$ cat config.mk
export PLATFORM = sky130hd
export DESIGN_NAME = time_counter
export DESIGN_NICKNAME = d
export VERILOG_FILES = /design/src/rtl/time_pkg.sv /design/src/rtl/mod_counter.sv /design/src/rtl/time_counter.sv
export SDC_FILE = /design/constraint.sdc
export NUM_CORES = 1
export LEC_CHECK = 0
export CAP_MARGIN = 25
export CORE_ASPECT_RATIO = 1.25
export CORE_UTILIZATION = 52
export CTS_BUF_LIST = sky130_fd_sc_hd__clkbuf_8
export DETAILED_ROUTE_END_ITERATION = 12
export HOLD_SLACK_MARGIN = 0.15
export PLACE_DENSITY = 0.78
export SYNTH_ARGS = -nofsm -noshare
export SYNTH_HDL_FRONTEND = slang
export SYNTH_SLANG_ARGS = --single-unit
export TNS_END_PERCENT = 50
$ cat constraint.sdc
create_clock -name clk -period 1.75 [get_ports clk]
set_input_delay 0.2625 -clock clk [delete_from_list [all_inputs] [get_ports clk]]
set_output_delay 0.2625 -clock clk [all_outputs]
set_load 0.005 [all_outputs]
$ cat src/rtl/time_pkg.sv
// -----------------------------------------------------------------------------
// time_pkg
// Shared constants, the operating-mode enum and the 12 h display formatter for
// the timekeeping datapath (time_counter and its mod_counter digits).
// -----------------------------------------------------------------------------
package time_pkg;

  localparam int HOURS_MAX = 23;
  localparam int MINS_MAX  = 59;
  localparam int SECS_MAX  = 59;
  localparam int HOUR_W    = 5;
  localparam int MIN_W     = 6;
  localparam int SEC_W     = 6;

  // Effective operating mode seen by the datapath. Run wins over both set
  // modes, and hour-set wins over minute-set.
  typedef enum logic [1:0] {
    MODE_IDLE = 2'd0,
    MODE_RUN  = 2'd1,
    MODE_HSET = 2'd2,
    MODE_MSET = 2'd3
  } mode_e;

  function automatic mode_e decode_mode(input logic clockon,
                                        input logic hset,
                                        input logic mset);
    mode_e m;
    if (clockon)   m = MODE_RUN;
    else if (hset) m = MODE_HSET;
    else if (mset) m = MODE_MSET;
    else           m = MODE_IDLE;
    return m;
  endfunction

  // Returns {pm, disp_hour} for the 12 h display: 0 and 12 show as 12,
  // afternoon hours drop by 12, morning hours pass through.
  function automatic logic [HOUR_W:0] fmt_12h(input logic [HOUR_W-1:0] hour);
    logic              pm;
    logic [HOUR_W-1:0] disp;
    pm = (hour >= HOUR_W'(12));
    if (hour == HOUR_W'(0) || hour == HOUR_W'(12)) disp = HOUR_W'(12);
    else if (hour > HOUR_W'(12))                   disp = hour - HOUR_W'(12);
    else                                           disp = hour;
    return {pm, disp};
  endfunction

endpackage

$ cat src/rtl/mod_counter.sv
// -----------------------------------------------------------------------------
// mod_counter
// One wrapping digit of the time-of-day register (seconds, minutes or hours).
// Counts 0..MAX, wrapping MAX -> 0 by compare-and-reset.
//
// Ports
//   clk    in   system clock, rising edge
//   rst_n  in   asynchronous active-low reset, clears q
//   en     in   advance by one this cycle
//   clr    in   synchronous clear to 0 (wins over en)
//   q      out  registered count
//   carry  out  en while q==MAX, i.e. this advance wraps the digit
// -----------------------------------------------------------------------------
module mod_counter #(
  parameter int MAX = 59,
  parameter int W   = 6
) (
  input  logic         clk,
  input  logic         rst_n,
  input  logic         en,
  input  logic         clr,
  output logic [W-1:0] q,
  output logic         carry
);

  logic [W-1:0] q_q, q_d;
  logic         at_max;

  assign at_max = (q_q == W'(MAX));
  assign carry  = en & at_max;
  assign q      = q_q;

  // NOTE: every variable assigned in always_comb gets a default first, so no
  // path leaves it unassigned and no latch is inferred.
  always_comb begin
    q_d = q_q;
    if (clr)         q_d = '0;
    else if (en)     q_d = at_max ? '0 : q_q + W'(1);
  end

  // NOTE: state registers use non-blocking assignments so every flop samples
  // the pre-edge values, independent of statement order.
  always_ff @(posedge clk or negedge rst_n) begin
    if (!rst_n) q_q <= '0;
    else        q_q <= q_d;
  end

endmodule

$ cat src/rtl/time_counter.sv
// -----------------------------------------------------------------------------
// time_counter
// Hours:minutes:seconds timekeeping datapath downstream of the clock/calendar
// mode FSM. A prescaler divides clk down to a one-per-second tick while
// clockon=1; in set mode (clockon=0) a rising edge of inc bumps the hour
// (hset) or the minute (mset, clearing seconds) without carry. A registered
// day_tick pulses for the first cycle the outputs read 00:00:00 after a
// natural midnight rollover. The display hour is formatted combinationally
// for 12 h or 24 h mode.
//
// Build option
//   AUTOREPEAT_EN  when defined, a held inc keeps incrementing: after
//                  REPEAT_DLY prescaler periods (REPEAT_DLY*TICK_DIV cycles,
//                  counted from the press) one further increment every
//                  REPEAT_PER cycles. When undefined no repeat logic exists.
//
// Ports
//   clk        in   system clock, rising edge
//   reset      in   asynchronous active-low reset
//   clockon    in   run enable; time advances only when 1
//   hset       in   hour-set mode
//   mset       in   minute-set mode
//   inc        in   debounced increment button (level)
//   h1224      in   display format, 1 = 12 h, 0 = 24 h
//   hour       out  registered hours 0..23
//   minute     out  registered minutes 0..59
//   second     out  registered seconds 0..59
//   disp_hour  out  formatted hour for the display mux
//   pm         out  PM indicator (12 h mode only)
//   day_tick   out  one-cycle pulse after midnight rollover
// -----------------------------------------------------------------------------
module time_counter
  import time_pkg::*;
#(
  parameter int TICK_DIV   = 50000000,
  parameter int REPEAT_DLY = 2,
  parameter int REPEAT_PER = 8
) (
  input  logic              clk,
  input  logic              reset,
  input  logic              clockon,
  input  logic              hset,
  input  logic              mset,
  input  logic              inc,
  input  logic              h1224,
  output logic [HOUR_W-1:0] hour,
  output logic [MIN_W-1:0]  minute,
  output logic [SEC_W-1:0]  second,
  output logic [HOUR_W-1:0] disp_hour,
  output logic              pm,
  output logic              day_tick
);

  if (TICK_DIV < 2 || REPEAT_DLY < 1 || REPEAT_PER < 1) begin : g_cfg_check
    $error("time_counter: TICK_DIV must be >= 2, REPEAT_DLY and REPEAT_PER >= 1");
  end

  localparam int PRE_W = $clog2(TICK_DIV);

  mode_e mode;
  logic  run_mode;
  logic  set_mode;

  assign mode     = decode_mode(clockon, hset, mset);
  assign run_mode = (mode == MODE_RUN);
  assign set_mode = (mode == MODE_HSET) || (mode == MODE_MSET);

  // ---------------------------------------------------------------------------
  // Seconds prescaler: free-counts while running, parked at 0 otherwise, so
  // the first tick always lands TICK_DIV cycles after clockon rises.
  // ---------------------------------------------------------------------------
  logic [PRE_W-1:0] presc_q, presc_d;
  logic             sec_tick;

  assign sec_tick = run_mode && (presc_q == PRE_W'(TICK_DIV - 1));

  always_comb begin
    presc_d = '0;
    if (run_mode && !sec_tick) presc_d = presc_q + PRE_W'(1);
  end

  // ---------------------------------------------------------------------------
  // Increment events: rising edge of inc, plus auto-repeat when built in.
  // ---------------------------------------------------------------------------
  logic inc_q;
  logic inc_rise;
  logic inc_evt;

  assign inc_rise = inc & ~inc_q;

`ifdef AUTOREPEAT_EN
  // rep_cnt_q counts cycles since the press while inc stays high in one set
  // mode. It fires at REP_FIRE, then reloads to REP_HOLD so each further
  // pulse comes REPEAT_PER cycles later.
  localparam int REP_HOLD = REPEAT_DLY * TICK_DIV;
  localparam int REP_FIRE = REP_HOLD + REPEAT_PER;
  localparam int REP_W    = $clog2(REP_FIRE + 1);

  logic [REP_W-1:0] rep_cnt_q, rep_cnt_d;
  mode_e            mode_q;
  logic             rep_pulse;

  always_comb begin
    rep_cnt_d = rep_cnt_q;
    rep_pulse = 1'b0;
    if (!inc || !set_mode || (mode != mode_q)) begin
      rep_cnt_d = '0;
    end else if (rep_cnt_q == REP_W'(REP_FIRE)) begin
      rep_pulse = 1'b1;
      rep_cnt_d = REP_W'(REP_HOLD);
    end else begin
      rep_cnt_d = rep_cnt_q + REP_W'(1);
    end
  end

  always_ff @(posedge clk or negedge reset) begin
    if (!reset) begin
      rep_cnt_q <= '0;
      mode_q    <= MODE_IDLE;
    end else begin
      rep_cnt_q <= rep_cnt_d;
      mode_q    <= mode;
    end
  end

  assign inc_evt = inc_rise | rep_pulse;
`else
  assign inc_evt = inc_rise;
`endif

  logic hour_set;
  logic min_set;

  assign hour_set = (mode == MODE_HSET) && inc_evt;
  assign min_set  = (mode == MODE_MSET) && inc_evt;

  // ---------------------------------------------------------------------------
  // Time-of-day digits. Set-mode bumps drive en directly; carries into the
  // next digit and into day_tick are only honoured in run mode.
  // ---------------------------------------------------------------------------
  logic sec_carry;
  logic min_carry;
  logic hour_carry;

  mod_counter #(.MAX(SECS_MAX), .W(SEC_W)) u_sec (
    .clk   (clk),
    .rst_n (reset),
    .en    (sec_tick),
    .clr   (min_set),
    .q     (second),
    .carry (sec_carry)
  );

  mod_counter #(.MAX(MINS_MAX), .W(MIN_W)) u_min (
    .clk   (clk),
    .rst_n (reset),
    .en    (sec_carry | min_set),
    .clr   (1'b0),
    .q     (minute),
    .carry (min_carry)
  );

  mod_counter #(.MAX(HOURS_MAX), .W(HOUR_W)) u_hour (
    .clk   (clk),
    .rst_n (reset),
    .en    ((min_carry & run_mode) | hour_set),
    .clr   (1'b0),
    .q     (hour),
    .carry (hour_carry)
  );

  logic day_tick_q;

  always_ff @(posedge clk or negedge reset) begin
    if (!reset) begin
      presc_q    <= '0;
      inc_q      <= 1'b0;
      day_tick_q <= 1'b0;
    end else begin
      presc_q    <= presc_d;
      inc_q      <= inc;
      // Registered on the rollover edge, so it is high exactly while the
      // digits first read 00:00:00.
      day_tick_q <= hour_carry & run_mode;
    end
  end

  assign day_tick = day_tick_q;

  // ---------------------------------------------------------------------------
  // Display formatting from the registered hour.
  // ---------------------------------------------------------------------------
  logic [HOUR_W:0] fmt;

  assign fmt            = h1224 ? fmt_12h(hour) : {1'b0, hour};
  assign {pm, disp_hour} = fmt;

endmodule
==> results.sh, run 1 <==
export IMPL_layout_drive_gt1_share=0.423
export IMPL_fmax_mhz=481
export IMPL_finalPower_mw=3.40
export IMPL_grt_use_met2=0.527
export IMPL_final_common_cell="buf_4"
export IMPL_outcome="finished with violations"
export IMPL_synth_edf_count=0
export IMPL_grtUsageMet1=0.364
export IMPL_drtAntennaViolNets=0
export IMPL_slew_viol_final=0
export IMPL_finalSetupViolations=21
export IMPL_ff2ff_setup_slack_ns=-0.29
export IMPL_wl_per_cell_um=22.3
export IMPL_start_util=0.539
export IMPL_p_switching_mw=1.14
export IMPL_io_pins=31
export IMPL_leakagePower_nw=1.88
export IMPL_core_area_mm2=0.00473
export IMPL_clock_latency_ns=0.31
export IMPL_synth_top_flop_cell="dfrtp_1"
export IMPL_dp_slack_ns=-0.389
export IMPL_die_x_um=64.7
export IMPL_min_path_type="in2async"
export IMPL_stdcell_area_mm2=0.00401
export IMPL_crit_top_cell="buf_6"
export IMPL_crit_path_max_fanout=3
export IMPL_skew_ns=0.00943
export IMPL_ys_types=47
export IMPL_p_comb_frac=0.450
export IMPL_internal_power_mw=2.26
export IMPL_numCtsBuffers=5
export IMPL_cts_tree="built"
export IMPL_detail_route_first_pass_iterations=5
export IMPL_worstPathBufferInverterCount=4
export IMPL_die_area_mm2=0.00519
export IMPL_fillers=235
export IMPL_htreeDepth=2
export IMPL_cts_path_max_buffers=2
export IMPL_rows=28
export IMPL_arrival_ns=1.82
export IMPL_synth_area_per_cell_um2=9.77
export IMPL_nNetsFinal=397
export IMPL_violations="negative setup slack"
export IMPL_relSlewSlack=0.687
export IMPL_grt_usage=0.303
export IMPL_synthToLayoutAreaGrowth_pct=57.2
export IMPL_period_share=1.19
export IMPL_crit_path_top_delay_cell="dfrtp_2"
export IMPL_use_met3=0.0511
export IMPL_totalWireLength_um=9870
export IMPL_critical_path_cell_chain="buf_6 > inv_2 > ha_4 > o211ai_1 > nand2b_4 > buf_6 > nand2_2 > buf_6"
export IMPL_grt_busiest_layer="met2"
export IMPL_critical_path_top_delay_family="flip-flops"
export IMPL_cp_end_kind="primary output"
export IMPL_die_height_um=80.3
export IMPL_vias=2817
export IMPL_antenna_cells_inserted=0
export IMPL_worst_hold_slack_ns=0.440
export IMPL_routed_via_density=6.36
export IMPL_p_clk_frac=0.188
export IMPL_synthesis_area_mm2=0.00255
export IMPL_worst_r2r_cell_count=5
export IMPL_synth_cells=261
export IMPL_p_per_area_mw_per_mm2=848
export IMPL_hpwl_um=4600
export IMPL_ys_async_sr_fraction=1.00
export IMPL_worst_slack_ns=-0.331
export IMPL_antenna_found_initial=0
export IMPL_finalWeightedCongestion=0.801
export IMPL_cp_required_ns=1.49
export IMPL_path_class="reg2out"
export IMPL_synth_seq_cells=45
export IMPL_p_sw_frac=0.334
export IMPL_grt_pass1_wl_um=12000
export IMPL_startpoint_type="register"
export IMPL_ir_drop_uv=840
export IMPL_r2r_start="presc_q[13]"
export IMPL_remaining_drc_errors=0
export IMPL_grt_start_max_net_pins=28
export IMPL_yosysSeqAreaShare=0.441
export IMPL_regToRegEndpoint="u_hour.q[2]"
export IMPL_max_cap_violations=0
export IMPL_clockRootBuffer="clkbuf_8"
export IMPL_ys_warn_count=0
export IMPL_slowest_delay_ns=0.43
export IMPL_hold_viol=0
export IMPL_overflow=0
export IMPL_cts_clk_slew_worst_paths_ns=0.08
export IMPL_seqPwrFrac=0.362
export IMPL_placed_area_mm2=0.00348
export IMPL_drt_iter0_drc=315
export IMPL_final_cell_mix="75 x buf_4, 39 x dfrtp_1, 35 x nor2_1"
export IMPL_first_global_vias=2514
export IMPL_rsz0062_at_grt="true"
export IMPL_syn_nets=276
export IMPL_cts_sinks=45
export IMPL_port_buffers=30
export IMPL_period_needed_ns=2.08
export IMPL_worst_pin_slew_ns=0.469
per-layer routing:
metal  vias up  routed length [um]
met1      1367                3500
met2       206                4990
met3        69                 704
li1       1175                   -
met5         -                   0
met4         0                 676
layout make-up:
cell class                 instances  area (um2)  area share
clock inverter                     3        13.8     0.00343
timing repair buffer             119        1030       0.258
clock buffer                       5        68.8      0.0172
inverter                           8        32.5     0.00811
tap                               60        75.1      0.0187
multi-input combinational        203        1650       0.412
sequential                        45        1130       0.283
worst register-to-register path, stage by stage, from the launching register on:
cell	delay, ns
dfrtp_1	0.42
nand4_1	0.18
nor4_4	0.38
nand4_1	0.32
a21boi_2	0.31
mux2_4	0.32
worst max-delay path by stage:
stage,slack (ns),depth (start not counted),start,endpoint
CTS,-0.21,7,u_hour.q[3],disp_hour[2]
global route,-0.42,5,presc_q[13],u_hour.q[2]
floorplan,-0.05,6,u_sec.q[0],u_hour.q[2]
finish,-0.33,8,u_hour.q[2],disp_hour[2]
detailed placement,-0.39,6,clockon,u_min.q[2]
global placement,-0.35,6,clockon,u_hour.q[2]
Yosys cell counts (4+ instances only):
master,number,share of area
a21oi_1,7,0.014
and3_1,12,0.029
dfrtp_1,45,0.44
ha_1,8,0.039
inv_1,8,0.012
mux2_2,6,0.026
nand2_1,21,0.031
nand3_1,15,0.029
nand4_1,9,0.022
nor2_1,36,0.053
nor3_1,4,0.0078
o21ai_0,7,0.014
or4_1,4,0.012
xnor2_1,5,0.017
xor2_1,20,0.069
power by group through the flow:
stage / combinational [mW] / sequential, mW / clock (mW)
floorplan: 0.343 / 1.25 / 0
global placement: 1.02 / 1.20 / 0
detailed placement: 1.05 / 1.21 / 0
CTS: 1.25 / 1.20 / 0.631
global route: 1.59 / 1.24 / 0.688
finish: 1.53 / 1.23 / 0.639
registers in the layout (all words and copies together), names as in the netlist:
signal,cells
inc_q,1
u_min.q,6
u_sec.q,6
day_tick,1
u_hour.q,5
presc_q,26
through the flow:
step | setup TNS, ns | util | std cells
after detailed placement | -5.60 | 0.735 | 415
after floorplan | -0.0710 | - | 261
after global routing | -6.62 | 0.848 | 443
after global placement | -4.66 | 0.735 | 415
after CTS | -1.18 | 0.797 | 435
final | -3.43 | 0.848 | 443
what timing repair did:
item	4_1_cts	5_1_grt
gates cloned	0	1
pin swaps	23	26
endpoints found under the hold margin	18	0
gates resized for setup	56	42
hold buffers	1	0
setup endpoints to repair	21	48
setup buffers	12	7
cell families after synthesis:
kind of cell	count (synthesis)	share of synthesized area
DFF	45	0.441
xor gates and xnor gates	25	0.0858
and+or+nand+nor	130	0.294
buffers and inverters	13	0.0201
AOI/OAI and AO/OA	33	0.0888
muxes	7	0.0304
adders and majority gates	8	0.0392
Power figures use the tool's default switching activity.
==> inputs of run 2 (changes only) <==
--- a/config.mk
+++ b/config.mk
@@ -7,11 +7,11 @@
 export LEC_CHECK = 0
 export CAP_MARGIN = 25
 export CORE_ASPECT_RATIO = 1.25
-export CORE_UTILIZATION = 52
+export CORE_UTILIZATION = 55
 export CTS_BUF_LIST = sky130_fd_sc_hd__clkbuf_8
 export DETAILED_ROUTE_END_ITERATION = 12
 export HOLD_SLACK_MARGIN = 0.15
-export PLACE_DENSITY = 0.78
+export PLACE_DENSITY = 0.79
 export SYNTH_ARGS = -nofsm -noshare
 export SYNTH_HDL_FRONTEND = slang
 export SYNTH_SLANG_ARGS = --single-unit
==> constraint.sdc (replaced) <==
create_clock -name clk -period 2.25 [get_ports clk]
set_input_delay 0.3375 -clock clk [delete_from_list [all_inputs] [get_ports clk]]
set_output_delay 0.3375 -clock clk [all_outputs]
set_load 0.005 [all_outputs]
==> run 2 against run 1 <==
Compared with the run above: the flow now finishes without violations; cell count down 16%; critical endpoint unchanged; sequential power fell by 22%; register-to-register slack improved by 0.37 ns; clock power barely moved.
==> results.sh, run 2 (synthesis gave the netlist of run 1 again) <==
export IMPL_r2r_start="presc_q[0]"
export IMPL_totalWireLength_um=5670
export IMPL_drtAntennaViolNets=0
export IMPL_cp_end_kind="primary output"
export IMPL_numCtsBuffers=5
export IMPL_leakagePower_nw=1.47
export IMPL_antenna_cells_inserted=0
export IMPL_clock_latency_ns=0.30
export IMPL_grt_start_max_net_pins=46
export IMPL_vias=2156
export IMPL_finalWeightedCongestion=0.816
export IMPL_rsz0062_at_grt="true"
export IMPL_ir_drop_uv=468
export IMPL_rows=27
export IMPL_die_height_um=78.1
export IMPL_core_area_mm2=0.00443
export IMPL_placed_area_mm2=0.00303
export IMPL_ff2ff_setup_slack_ns=0.08
export IMPL_cp_required_ns=1.91
export IMPL_seqPwrFrac=0.407
export IMPL_first_global_vias=2024
export IMPL_fin_cells=373
export IMPL_cts_tree="built"
export IMPL_die_area_mm2=0.00492
export IMPL_detail_route_first_pass_iterations=4
export IMPL_cts_path_max_buffers=2
export IMPL_cts_sinks=45
export IMPL_period_share=0.999
export IMPL_hold_viol=0
export IMPL_port_buffers=30
export IMPL_die_x_um=62.9
export IMPL_drt_iter0_drc=161
export IMPL_period_needed_ns=2.25
export IMPL_place_inst=361
export IMPL_p_sw_frac=0.291
export IMPL_cts_clk_slew_worst_paths_ns=0.09
export IMPL_largest_register="presc_q"
export IMPL_fmax_mhz=445
export IMPL_path_class="reg2out"
export IMPL_skew_ns=0.00995
export IMPL_startpoint_type="register"
export IMPL_htreeDepth=2
export IMPL_io_pins=31
export IMPL_relSlewSlack=0.618
export IMPL_nNetsFinal=329
export IMPL_hpwl_um=3900
export IMPL_p_per_area_mw_per_mm2=727
export IMPL_clockRootBuffer="clkbuf_8"
export IMPL_routed_via_density=5.78
export IMPL_layout_drive_gt1_share=0.175
export IMPL_crit_path_max_fanout=4
export IMPL_dp_slack_ns=0.0344
export IMPL_p_switching_mw=0.689
export IMPL_worst_r2r_cell_count=6
export IMPL_remaining_drc_errors=0
export IMPL_start_util=0.576
export IMPL_min_path_type="in2reg"
export IMPL_startpoint="u_hour.q[2]"
export IMPL_worst_slack_ns=0.00278
export IMPL_setup_worst_path_end="disp_hour[2]"
export IMPL_synthToLayoutAreaGrowth_pct=27.7
export IMPL_stdcell_area_mm2=0.00326
export IMPL_final_common_cell="dfrtp_1"
export IMPL_final_cell_mix="43 x dfrtp_1, 36 x nor2_1, 25 x clkdlybuf4s50_1"
export IMPL_worst_pin_slew_ns=0.573
export IMPL_internal_power_mw=1.68
export IMPL_final_util=0.736
export IMPL_regToRegEndpoint="u_hour.q[2]"
export IMPL_wl_per_cell_um=15.2
export IMPL_overflow=0
export IMPL_largest_reg_flops=26
export IMPL_finalPower_mw=2.37
export IMPL_grt_usage=0.233
export IMPL_arrival_ns=1.91
export IMPL_finalSetupViolations=0
export IMPL_outcome="finished clean"
export IMPL_p_comb_frac=0.324
export IMPL_max_cap_violations=0
export IMPL_slew_viol_final=0
export IMPL_antenna_found_initial=0
export IMPL_grt_pass1_wl_um=8950
export IMPL_p_clk_frac=0.270
run 2: cell types whose count changed in the layout (fill, tap and decap cells not counted), sizes merged:
cell / change
clkinvlp: +1
buf: -73
inv: -1
clkdlybuf4s50: +3
bufinv: +1
dlygate4sd2: +1
clkinv: -2
dlymetal6s2s: +2
run 2: metal layers:
metal,vias up,track usage,part of all wire
met5,-,0,0
met4,0,0.100,0.020
met3,10,0.0509,0.029
met2,44,0.414,0.53
met1,1063,0.265,0.42
li1,1039,-,-
run 2: repair_timing:
action                                  CTS  global route
hold endpoints to repair                 45             0
hold buffers                              1             0
endpoints found under the setup margin    5             4
setup buffers                             3             0
gates resized for setup                   6            14
pin swaps                                 0             2
run 2: worst max-delay path, cell delays in order, from the launching register on:
cell and delay (ns):
dfrtp_2 0.44, inv_1 0.15, ha_4 0.18, o211ai_1 0.12
nand2b_1 0.17, nand2_1 0.06, clkdlybuf4s50_1 0.48
run 2: worst min-delay path by stage:
stage | cells after the start | startpoint | slack (ns) | end
after floorplan | 0 | reset | 0.04 | day_tick
after global placement | 2 | reset | 0.45 | presc_q[4]
after detailed placement | 2 | reset | 0.45 | presc_q[3]
after CTS | 1 | inc | 0.51 | inc_q
after global routing | 1 | inc | 0.54 | inc_q
final | 1 | inc | 0.54 | inc_q
run 2: final cells by class:
type                    count  area (um2)
clock inverters             2        37.5
well taps                  58        72.6
multi-input cells         203        1440
fillers                   315        1170
clock buffers               6        82.6
repair buffers             51         462
inverters                   8        30.0
flip-flops and latches     45        1130
run 2: power by group through the flow:
stage	clock network, mW	logic (mW)	registers [mW]
after global placement	0	0.623	0.965
after CTS	0.650	0.686	0.946
final	0.638	0.766	0.964
after global routing	0.679	0.837	0.977
after detailed placement	0	0.636	0.967
after floorplan	0	0.264	0.968
run 2: per-stage QoR:
stage / setup TNS, ns / hold slack (ns)
after global placement: 0 / 0.451
after floorplan: 0 / 0.0419
after CTS: -0.207 / 0.513
after global routing: -0.155 / 0.536
after detailed placement: 0 / 0.454
final: 0 / 0.544
